$ cat src/rtl/uart_sched_pkg.sv
// uart_sched_pkg: shared types and defaults for the uart transmit scheduler
package uart_sched_pkg;

    typedef enum logic [1:0] {IDLE, SEND, WAIT} drain_state_t;

    localparam int DEFAULT_BYTE_CYCLES = 10851;
    localparam int DEFAULT_DEPTH       = 16;

endpackage

$ cat src/rtl/uart_tx_scheduler_sync_fifo.sv
// sync_fifo: single-clock FIFO with occupancy count; refuses push when full, pop when empty
module sync_fifo #(
    parameter int WIDTH = 8,
    parameter int DEPTH = 16
) (
    input  logic                   clk,
    input  logic                   rst,
    input  logic                   push,
    input  logic                   pop,
    input  logic [WIDTH-1:0]       din,
    output logic [WIDTH-1:0]       dout,
    output logic                   full,
    output logic                   empty,
    output logic [$clog2(DEPTH):0] level
);
    localparam int AW = $clog2(DEPTH);
    localparam int LW = AW + 1;

    logic [WIDTH-1:0] mem [DEPTH];
    logic [AW-1:0]    wr_ptr;
    logic [AW-1:0]    rd_ptr;
    logic             wr;
    logic             rd;

    assign full  = level == LW'(DEPTH);
    assign empty = level == '0;
    assign wr    = push && !full;
    assign rd    = pop && !empty;
    assign dout  = mem[rd_ptr];

    always_ff @(posedge clk or posedge rst) begin
        if (rst) begin
            wr_ptr <= '0;
            rd_ptr <= '0;
            level  <= '0;
        end else begin
            if (wr) wr_ptr <= wr_ptr + AW'(1);
            if (rd) rd_ptr <= rd_ptr + AW'(1);
            level <= level + LW'(wr) - LW'(rd);
        end
    end

    always_ff @(posedge clk) begin
        if (wr) mem[wr_ptr] <= din;
    end

endmodule

$ cat src/rtl/uart_tx_scheduler.sv
// uart_tx_scheduler: arbitrates core/debug bytes into a FIFO and paces them to the uart core
// one frame apart, since the core has no busy flag of its own.
module uart_tx_scheduler
    import uart_sched_pkg::*;
#(
    parameter int DEPTH       = DEFAULT_DEPTH,
    parameter int BYTE_CYCLES = DEFAULT_BYTE_CYCLES
) (
    input  logic                   clk,
    input  logic                   rst,
    input  logic                   core_we,
    input  logic [7:0]             core_data,
    output logic                   core_stall,
    input  logic                   dbg_req,
    input  logic [7:0]             dbg_data,
    output logic                   dbg_ack,
    output logic                   uart_we,
    output logic [7:0]             uart_data,
    output logic [$clog2(DEPTH):0] level,
    output logic                   busy
);
    localparam int            CW     = $clog2(BYTE_CYCLES);
    localparam logic [CW-1:0] RELOAD = CW'(BYTE_CYCLES - 2);

    drain_state_t  state;
    drain_state_t  state_n;
    logic [CW-1:0] cnt;
    logic [CW-1:0] cnt_n;
    logic          full;
    logic          empty;
    logic          push;
    logic          pop;
    logic          dbg_push;
    logic [7:0]    push_data;
    logic [7:0]    head;

    // core wins; debug only gets a slot when the core is not storing
    assign dbg_push   = dbg_req && !core_we && !full;
    assign push       = (core_we && !full) || dbg_push;
    assign push_data  = core_we ? core_data : dbg_data;
    assign core_stall = full;
    assign dbg_ack    = dbg_push && !rst;

    sync_fifo #(
        .WIDTH(8),
        .DEPTH(DEPTH)
    ) u_fifo (
        .clk  (clk),
        .rst  (rst),
        .push (push),
        .pop  (pop),
        .din  (push_data),
        .dout (head),
        .full (full),
        .empty(empty),
        .level(level)
    );

    always_ff @(posedge clk or posedge rst) begin
        if (rst) begin
            state     <= IDLE;
            cnt       <= '0;
            uart_data <= '0;
        end else begin
            state <= state_n;
            cnt   <= cnt_n;
            if (pop) uart_data <= head;
        end
    end

    // SEND plus BYTE_CYCLES-1 WAIT cycles gives exactly one frame between pulses
    always_comb begin
        state_n = state;
        cnt_n   = cnt;
        pop     = 1'b0;
        case (state)
            IDLE: begin
                state_n = empty ? IDLE : SEND;
                pop     = !empty;
            end
            SEND: begin
                state_n = WAIT;
                cnt_n   = RELOAD;
            end
            WAIT: begin
                state_n = (cnt != '0) ? WAIT : (empty ? IDLE : SEND);
                pop     = (cnt == '0) && !empty;
                cnt_n   = (cnt != '0) ? cnt - CW'(1) : cnt;
            end
            default: state_n = IDLE;
        endcase
    end

    assign uart_we = state == SEND;
    assign busy    = !empty || state != IDLE;

endmodule

$ cat config.mk
export PLATFORM = sky130hd
export DESIGN_NAME = uart_tx_scheduler
export DESIGN_NICKNAME = d
export VERILOG_FILES = /design/src/rtl/uart_sched_pkg.sv /design/src/rtl/uart_tx_scheduler_sync_fifo.sv /design/src/rtl/uart_tx_scheduler.sv
export SDC_FILE = /design/constraint.sdc
export NUM_CORES = 1
export LEC_CHECK = 0
export ABC_AREA = 0
export CORE_MARGIN = 10
export CORE_UTILIZATION = 59
export CTS_CLUSTER_SIZE = 28
export DETAILED_ROUTE_END_ITERATION = 6
export PLACE_DENSITY = 0.79
export SKIP_LAST_GASP = 1
export SLEW_MARGIN = 20
export SYNTH_ARGS = -nofsm -noshare
export SYNTH_HDL_FRONTEND = slang
export SYNTH_SLANG_ARGS = --single-unit
$ cat constraint.sdc
create_clock -name clk -period 4.2 [get_ports clk]
set_input_delay 0.42 -clock clk [delete_from_list [all_inputs] [get_ports clk]]
set_output_delay 0.42 -clock clk [all_outputs]
set_load 0.02 [all_outputs]
## Word level (Yosys, flattened, before mapping)

Memory sizes are Yosys's and may differ from the RTL's. A register that Yosys moved wholly into a read port is not among the register bits.
Cells that the tools add are included.

- Add/sub/neg operators: 5
- Equal/unequal tests: 4
- Mux-type cells: 9
- Reduce and logical (&&, ||, !) cells: 20

Operators by type and width:

| cell | count |
|---|---|
| $pmux 14 s2 | 1 |
| $logic_not 14->1 | 1 |
| $mux 14 | 1 |
| $reduce_bool 14->1 | 1 |
| $sub 14x1->14 const B | 1 |
| $add 4x1->4 const B | 2 |
| $mux 8 | 1 |
| $logic_and 1x1->1 | 7 |
| $pmux 2 s3 | 1 |
| $add 5x1->5 | 1 |
| $eq 5x5->1 const B | 1 |
| $logic_not 5->1 | 1 |
| $sub 5x1->5 | 1 |
| $logic_not 1->1 | 4 |
| $reduce_bool 2->1 | 2 |
| $mux 1 | 3 |
| $eq 2x1->1 const B | 1 |
| $eq 2x2->1 const B | 1 |
| $logic_not 2->1 | 1 |
| $logic_or 1x1->1 | 2 |
| $mux 2 | 1 |
| $ne 2x2->1 const B | 1 |
| $pmux 1 s2 | 1 |
| $reduce_and 2->1 | 1 |

- Register bits after elaboration: 29
- RAM bits: 128
- Input bits: 20
- Output and inout bits: 17
- Word-level logic and storage cells: 44
- Memories kept: 1

Memories:

| name | words | bits a word | rd ports | clocked after memory_dff | write ports | line | source |
|---|---|---|---|---|---|---|---|
| u_fifo.mem | 16 | 8 | 1 | 1 | 1 | uart_tx_scheduler_sync_fifo.sv:19 | `logic [WIDTH-1:0] mem [DEPTH];` |

## Logic depth before layout (Yosys ltp)

Gate-level depths: netlist of run 1.

- Depth after elaboration: 7
- Gate-level depth with buffers: 15
- Gate-level depth less buffers: 13

## Hierarchy

From an unflattened synthesis of run 1, not the netlist that was laid out.

- Cells, all modules: 447
- Area, all modules: 7,204.4 µm²

By module, submodules not included:

| module | instances | cells each | area each (µm²) | seq. area each (µm²) |
|---|---|---|---|---|
| sync_fifo | 1 | 320 | 5,866.9 | 4,169.0 |
| uart_tx_scheduler | 1 | 127 | 1,337.5 | 600.6 |

## Least setup slack after synthesis of run 1

No wires, ideal clock.

- Kind: register to register
- From: register cnt[3]
- To: register u_fifo.level[4]
- Library setup time: 123 ps
- Data arrival time: 3,127 ps
- Data required time: 4,077 ps
- Slack: 950 ps
- Cell stages (with the launch flop): 14
- Path buffers: 2
- Clock period less this slack: 3,250 ps
- Cell sequence: dfrtp_1 -> or4_4 -> or4_1 -> buf_2 -> a211oi_2 -> buf_4 -> ha_1 -> inv_1 -> ha_1 -> fa_1 -> a21oi_1 -> nor2_1 -> nor2_1 -> xnor2_1

- Longest elaborated chain between the ends: 5

RTL lines:

| element | line | source |
|---|---|---|
| start, declared | uart_tx_scheduler.sv:27 | `logic [CW-1:0] cnt;` |
| start signal, assigned | uart_tx_scheduler.sv:66 | `cnt <= cnt_n;` |
| $logic_not 14->1 | uart_tx_scheduler.sv:87 | `pop = (cnt == '0) && !empty;` |
| $logic_and 1x1->1 | uart_tx_scheduler.sv:87 |  |
| $pmux 1 s2 | uart_tx_scheduler.sv:76 | `case (state)` |
| $logic_and 1x1->1 | uart_tx_scheduler_sync_fifo.sv:28 | `assign rd = pop && !empty;` |
| net u_fifo.rd | uart_tx_scheduler_sync_fifo.sv:23 | `logic rd;` |
| $sub 5x1->5 | uart_tx_scheduler_sync_fifo.sv:39 | `level <= level + LW'(wr) - LW'(rd);` |
| end signal, assigned | uart_tx_scheduler_sync_fifo.sv:39 |  |
| end, declared | uart_tx_scheduler_sync_fifo.sv:14 | `output logic [$clog2(DEPTH):0] level` |

The timed path passes the listed nets, and every way through them passes these cells.
A chain may end at the register's enable or synchronous reset.

## Worst setup path after layout of run 1

- From: register cnt[3]
- To: register u_fifo.level[4]

- Longest elaborated chain between the ends: 5

RTL lines:

| element | line |
|---|---|
| $logic_not 14->1 | uart_tx_scheduler.sv:87 |
| $logic_and 1x1->1 | uart_tx_scheduler.sv:87 |
| $pmux 1 s2 | uart_tx_scheduler.sv:76 |
| $logic_and 1x1->1 | uart_tx_scheduler_sync_fifo.sv:28 |
| $sub 5x1->5 | uart_tx_scheduler_sync_fifo.sv:39 |

Every way passes these cells.

==> flow_metrics.tcl, run 1 <==
set metrics [dict create \
    grt_pass1_vias 3975 \
    dpl_cell_area_um2 7400 \
    insertion_delay_ns 0.43 \
    root_buffer "clkbuf_16" \
    n_antenna_cell 0 \
    synth_warnings 0 \
    via_per_inst 6.107 \
    crit_fanout 7 \
    hp-class "input pin to asynchronous set/reset pin" \
    area_delta_synth_final_pct 15.82 \
    postCtsHoldBufs 0 \
    core-area_um2 11420 \
    switchingPower_w 0.001098 \
    setup_viol 0 \
    grt_remaining_overflow 0 \
    synth-edff-count 128 \
    seqPwrFrac 0.500 \
    layout.cells.non_filler 633 \
    drc 0 \
    syn_area_um2 6873 \
    drt_wl_total_um 14290 \
    place_inst 601 \
    p_comb_frac 0.152 \
    num_vias 3866 \
    fillCellCount 741 \
    layout-drive-gt1-share 0.1449 \
    clock.fmax_ghz 0.3030 \
    post-route-min-period_ns 3.300 \
    pre_cts_slack_ns 0.9204 \
    grt_pass1_wl_um 22550 \
    firstDrtPassIters 4 \
    final_util 0.6971 \
    final-max-slew-violation-count 0 \
    clockPowerShare 0.348 \
    hold_violations 0 \
    synth_ff_type "edfxtp_1" \
    portBuffers 36 \
    synth_area_per_cell_um2 15.87 \
    async_flop_share 0.2242 \
    syn_inst 433 \
    post_drt_wl_per_cell_um 22.57 \
    worstSetupEndpointType "register" \
    cts_setup_buffers 0 \
    critPathArrivalTime_ns 3.65 \
    synth_top_area_frac 0.5593 \
    finalCritPeriodShare 0.7857 \
    h-tree-depth 4 \
    cts_buffer_depth 2 \
    rows 39 \
    outcome "finished, final reports clean" \
    slew_headroom 0.3191 \
    cts_buffers 17 \
    die_area_um2 16370 \
    layout_setup_ws_ns 0.8999 \
    io_pins 37 \
    cts_tree "yes" \
    ys_ff_latch 165 \
    initial_core_util 0.6019 \
    synth_cell_types 46 \
    rsz0062_at_grt "no" \
    track_usage 0.1814 \
    clk_pin_slew_ns 0.06 \
    power_density_nw_per_um2 532.3 \
    antenna_found_initial 0 \
    die_y_um 127.9 \
    nNetsFinal 511 \
    seq_area_um2 4771 \
    cts_sinks 165 \
    p_sw_frac 0.2591 \
    post_cts_resized 0 \
    drtIter0Drc 429 \
    fin_skew_ns 0.007524 \
    die_w_um 127.9 \
    grt_max_degree 36 \
    multi_input_area_um2 1966 \
    tns_ns 0 \
    critPathRequiredTime_ns 4.55 \
    place.gp.congestion 0.7918 \
    peakVddDrop_v 0.0004818 \
    final_cell_mix "edfxtp_1, dfrtp_1, clkdlybuf4s50_1" \
    yosysTopAreaCell "edfxtp_1" \
    seq_area_frac_synth 0.6940 \
    synthTopCellsByArea "edfxtp_1, dfrtp_1, mux4_2" \
    post-dp-hpwl_um 9268 \
    setup.worst_path.start_class "register" \
    ant_nets 0 \
    worstMarginPinSlew_ns 1.018 \
    final_common_cell "edfxtp_1" \
    final_area_um2 7960 \
    critPathKind "register to register" \
    maxCapViolCount 0 \
    intPower_w 0.003139 \
    synthesis.nets 467 \
    p_leak_nw 2.709 \
]
==> power by group through the flow <==
stage | Clock [W] | Sequential [W] | Combinational, W
floorplan | 0 | 0.00213 | 0.000409
global placement | 0 | 0.00213 | 0.000622
detailed placement | 0 | 0.00215 | 0.000644
CTS | 0.00149 | 0.00212 | 0.000653
global route | 0.00156 | 0.00214 | 0.000718
finish | 0.00148 | 0.00212 | 0.000645
==> path summary, 6_finish.rpt <==
kind | start | end | slack, ns | cells past startpoint
max | cnt[3] | u_fifo.level[4] | 0.90 | 11
min | rst | u_fifo.level[2] | 0.45 | 2
max reg2reg | cnt[3] | u_fifo.level[4] | 0.90 | 11
min reg2reg | cnt[12] | cnt[12] | 0.49 | 1
max in group asynchronous | rst | uart_data[0] | 3.13 | 3
min in group clk | cnt[12] | cnt[12] | 0.49 | 1
==> synthesized netlist by cell type, drive strengths merged (4+ instances only) <==
master and number:
a21oi 6, a221oi 12, a31oi 7, buf 10, clkbuf 11, dfrtp 37
edfxtp 128, ha 13, inv 13, mux2 10, mux2i 33, mux4 18
nand2 25, nand2b 4, nor2 34, nor2b 4, nor3 8, o21ai 8
xnor2 11, xor2 4
==> metrics by stage <==
step | power, W | hold WS (ns)
final | 0.004237 | 0.4457
after global routing | 0.004420 | 0.5012
after CTS | 0.004256 | 0.4716
after detailed placement | 0.002791 | 0.4736
after global placement | 0.002755 | 0.4671
after floorplan | 0.002539 | 0.4394
==> layout make-up <==
class,instances,share of cell area
sequential,165,0.5993
multi-input combinational,234,0.2469
clock buffer,25,0.06114
timing repair buffer,46,0.05470
tap,143,0.02248
clock inverter,7,0.009274
inverter,13,0.006130
==> layer usage <==
metal / vias to the layer above / global-route usage / wire (um)
met3: 23 / 0.05914 / 1010
li1: 1745 / - / -
met5: - / 0 / 0
met1: 1969 / 0.2411 / 6060
met4: 0 / 0.06291 / 193
met2: 129 / 0.2757 / 7023
==> flip-flops by register name, summed over array words and instances (netlist names) <==
name           cells
u_fifo.level       5
cnt               14
state              2
u_fifo.wr_ptr      4
u_fifo.mem       128
u_fifo.rd_ptr      4
uart_data          8
==> logic make-up after synthesis <==
kind of cell / count (synthesis) / share of synthesized area
multiplexers: 61 / 0.1234
buffers and inverters: 34 / 0.02003
AO/OA/AOI/OAI: 46 / 0.04770
flip-flops: 165 / 0.6940
XOR/XNOR: 15 / 0.01911
AND/OR/NAND/NOR: 98 / 0.06918
adder cells (fa/ha/maj): 14 / 0.02658
==> worst max-delay path: stages, from the launching register on <==
cell      delay [ns]
dfrtp_1         0.44
or4_4           0.59
or4_1           0.67
a211oi_2        0.31
ha_1            0.16
inv_1           0.04
ha_1            0.20
fa_1            0.40
a21oi_1         0.14
nor2_1          0.05
nor2_1          0.11
xnor2_1         0.13
(Power assumes the default switching activity.)
==> run 2, diff against run 1 <==
==> constraint.sdc (replaced) <==
create_clock -name clk -period 3.16 [get_ports clk]
set_input_delay 0.316 -clock clk [delete_from_list [all_inputs] [get_ports clk]]
set_output_delay 0.316 -clock clk [all_outputs]
set_load 0.02 [all_outputs]
==> run 2 against run 1 <==
Non-clock buffer count grew 22. Worst hold slack lost 0.0011 ns. Sequential cell count is the same. Utilization grew 2.5 points. First-iteration DRC count grew 4.7%. Design area grew 3.5%. Largest power group unchanged.
==> flow_metrics.tcl, run 2 (synthesis results as in run 1) <==
set metrics [dict create \
    tns_ns 0 \
    rows 39 \
    track_usage 0.1872 \
    finalCritPeriodShare 0.9749 \
    num_vias 4065 \
    drc 0 \
    clk_pin_slew_ns 0.06 \
    critPathKind "register to register" \
    seq_area_um2 4771 \
    dpl_cell_area_um2 7522 \
    power_density_nw_per_um2 739.6 \
    place.gp.congestion 0.8069 \
    regMostFlops "u_fifo.mem" \
    io_pins 37 \
    die_area_um2 16370 \
    crit_path_end "u_fifo.level[4]" \
    initial_core_util 0.6019 \
    worstSetupEndpointType "register" \
    slew_headroom 0.3719 \
    clock.fmax_ghz 0.3246 \
    firstDrtPassIters 5 \
    r2r_cells 11 \
    cts_buffers 17 \
    critPathArrivalTime_ns 3.42 \
    die_w_um 127.9 \
    cts_buffer_depth 2 \
    rsz0062_at_grt "yes" \
    hold_violations 0 \
    crit_fanout 5 \
    post-route-min-period_ns 3.081 \
    largest_reg_flops 128 \
    critPathRequiredTime_ns 3.50 \
    cts_tree "yes" \
    final_cell_mix "edfxtp_1, dfrtp_1, clkdlybuf4s50_1" \
    crit_path_start "cnt[4]" \
    ant_nets 0 \
    layout-drive-gt1-share 0.1953 \
    n_antenna_cell 0 \
    hp-class "input pin to asynchronous set/reset pin" \
    reg_top3 "u_fifo.mem: 128 flops, cnt: 14 flops, uart_data: 8 flops" \
    highest_layer "met4" \
    insertion_delay_ns 0.42 \
    core-area_um2 11420 \
    wl_met1_um 6237 \
    setup.worst_path.start_class "register" \
    maxCapViolCount 0 \
    reg2reg_from "cnt[4]" \
    cp_top_family "simple AND/OR/NAND/NOR gates" \
    worstPathCellList "or4_4, or4_4, a211oi_2, ha_1, inv_1, ha_2, fa_2, a21oi_2, nor2_1, nor2_1, xnor2_1" \
    peakVddDrop_v 0.0004961 \
    crit_path_max_incr_delay_ns 0.57 \
    drt_wl_total_um 15110 \
    grt_remaining_overflow 0 \
    outcome "finished, final reports clean" \
    postCtsHoldBufs 0 \
    grt_pass1_vias 4178 \
    wl_met2_um 7565 \
    post-dp-hpwl_um 9379 \
    setup_viol 0 \
    h-tree-depth 4 \
    final-max-slew-violation-count 0 \
    root_buffer "clkbuf_16" \
    worstMarginPinSlew_ns 0.9411 \
    via_per_inst 6.206 \
    drtIter0Drc 449 \
    critPathSlowestCell "or4_4" \
    final_area_um2 8240 \
    post_drt_wl_per_cell_um 23.07 \
    regToRegSetupSlack_ns 0.08 \
    die_y_um 127.9 \
    grt_pass1_wl_um 23270 \
    wl_met3_um 1002 \
    portBuffers 36 \
    antenna_found_initial 0 \
    crit_buf_inv 1 \
    final_common_cell "edfxtp_1" \
    cts_sinks 165 \
    fillCellCount 693 \
    crit_cells 11 \
    p_leak_nw 2.869 \
    area_delta_synth_final_pct 19.90 \
    fin_skew_ns 0.008249 \
    multi_input_area_um2 1982 \
    r2r_end "u_fifo.level[4]" \
    grt_max_degree 33 \
    nNetsFinal 533 \
]
-- run 2: repair_timing --
action | in CTS | in global routing
resized for setup | 0 | 4
setup buffers | 0 | 6
setup endpoints to repair | 1 | 1
pin swaps | 1 | 3
-- run 2: worst min-delay path by stage --
stage | from | end | cells past startpoint
detailed placement | cnt[12] | cnt[12] | 1
floorplan | cnt[12] | cnt[12] | 1
CTS | rst | state[1] | 2
global placement | cnt[12] | cnt[12] | 1
global route | cnt[12] | cnt[12] | 1
finish | rst | cnt[2] | 2
-- run 2: metrics by stage --
stage	hold slack (ns)	instances	total power (W)	setup slack [ns]	util
after floorplan	0.4394	433	0.003377	0.003311	-
after global placement	0.4636	617	0.003719	0.1123	0.6588
after detailed placement	0.4828	617	0.003778	0.03714	0.6588
after CTS	0.4650	649	0.006099	0.01574	0.7165
after global routing	0.5089	655	0.006298	-0.04501	0.7217
final	0.4446	655	0.006095	0.07932	0.7217
-- run 2: final cells by class --
class | instances | share of cell area
clock buffer | 18 | 0.05208
clock inverter | 14 | 0.02794
inverter | 13 | 0.005922
multi-input combinational | 234 | 0.2405
sequential | 165 | 0.5790
tap | 143 | 0.02171
timing repair buffer | 68 | 0.07288
-- run 2: routing by layer --
layer | vias up | track usage
met5 | - | 0
met2 | 187 | 0.2983
met4 | 0 | 0.06689
li1 | 1788 | -
met3 | 28 | 0.04963
met1 | 2062 | 0.2429
-- run 2: worst reg2reg max path, stage by stage (launching register included) --
cell      delay (ns)
dfrtp_1         0.42
or4_4           0.57
or4_4           0.57
a211oi_2        0.28
ha_1            0.16
inv_1           0.04
ha_2            0.19
fa_2            0.38
a21oi_2         0.13
nor2_1          0.05
nor2_1          0.11
xnor2_1         0.12
-- run 2: power breakdown --
group / switching (W) / internal [W] / total, W
logic: 0.000572 / 0.000398 / 0.000970
clock network: 0.000832 / 0.00148 / 0.00231
registers: 0.000137 / 0.00268 / 0.00281
total: 0.00154 / 0.00455 / 0.00609
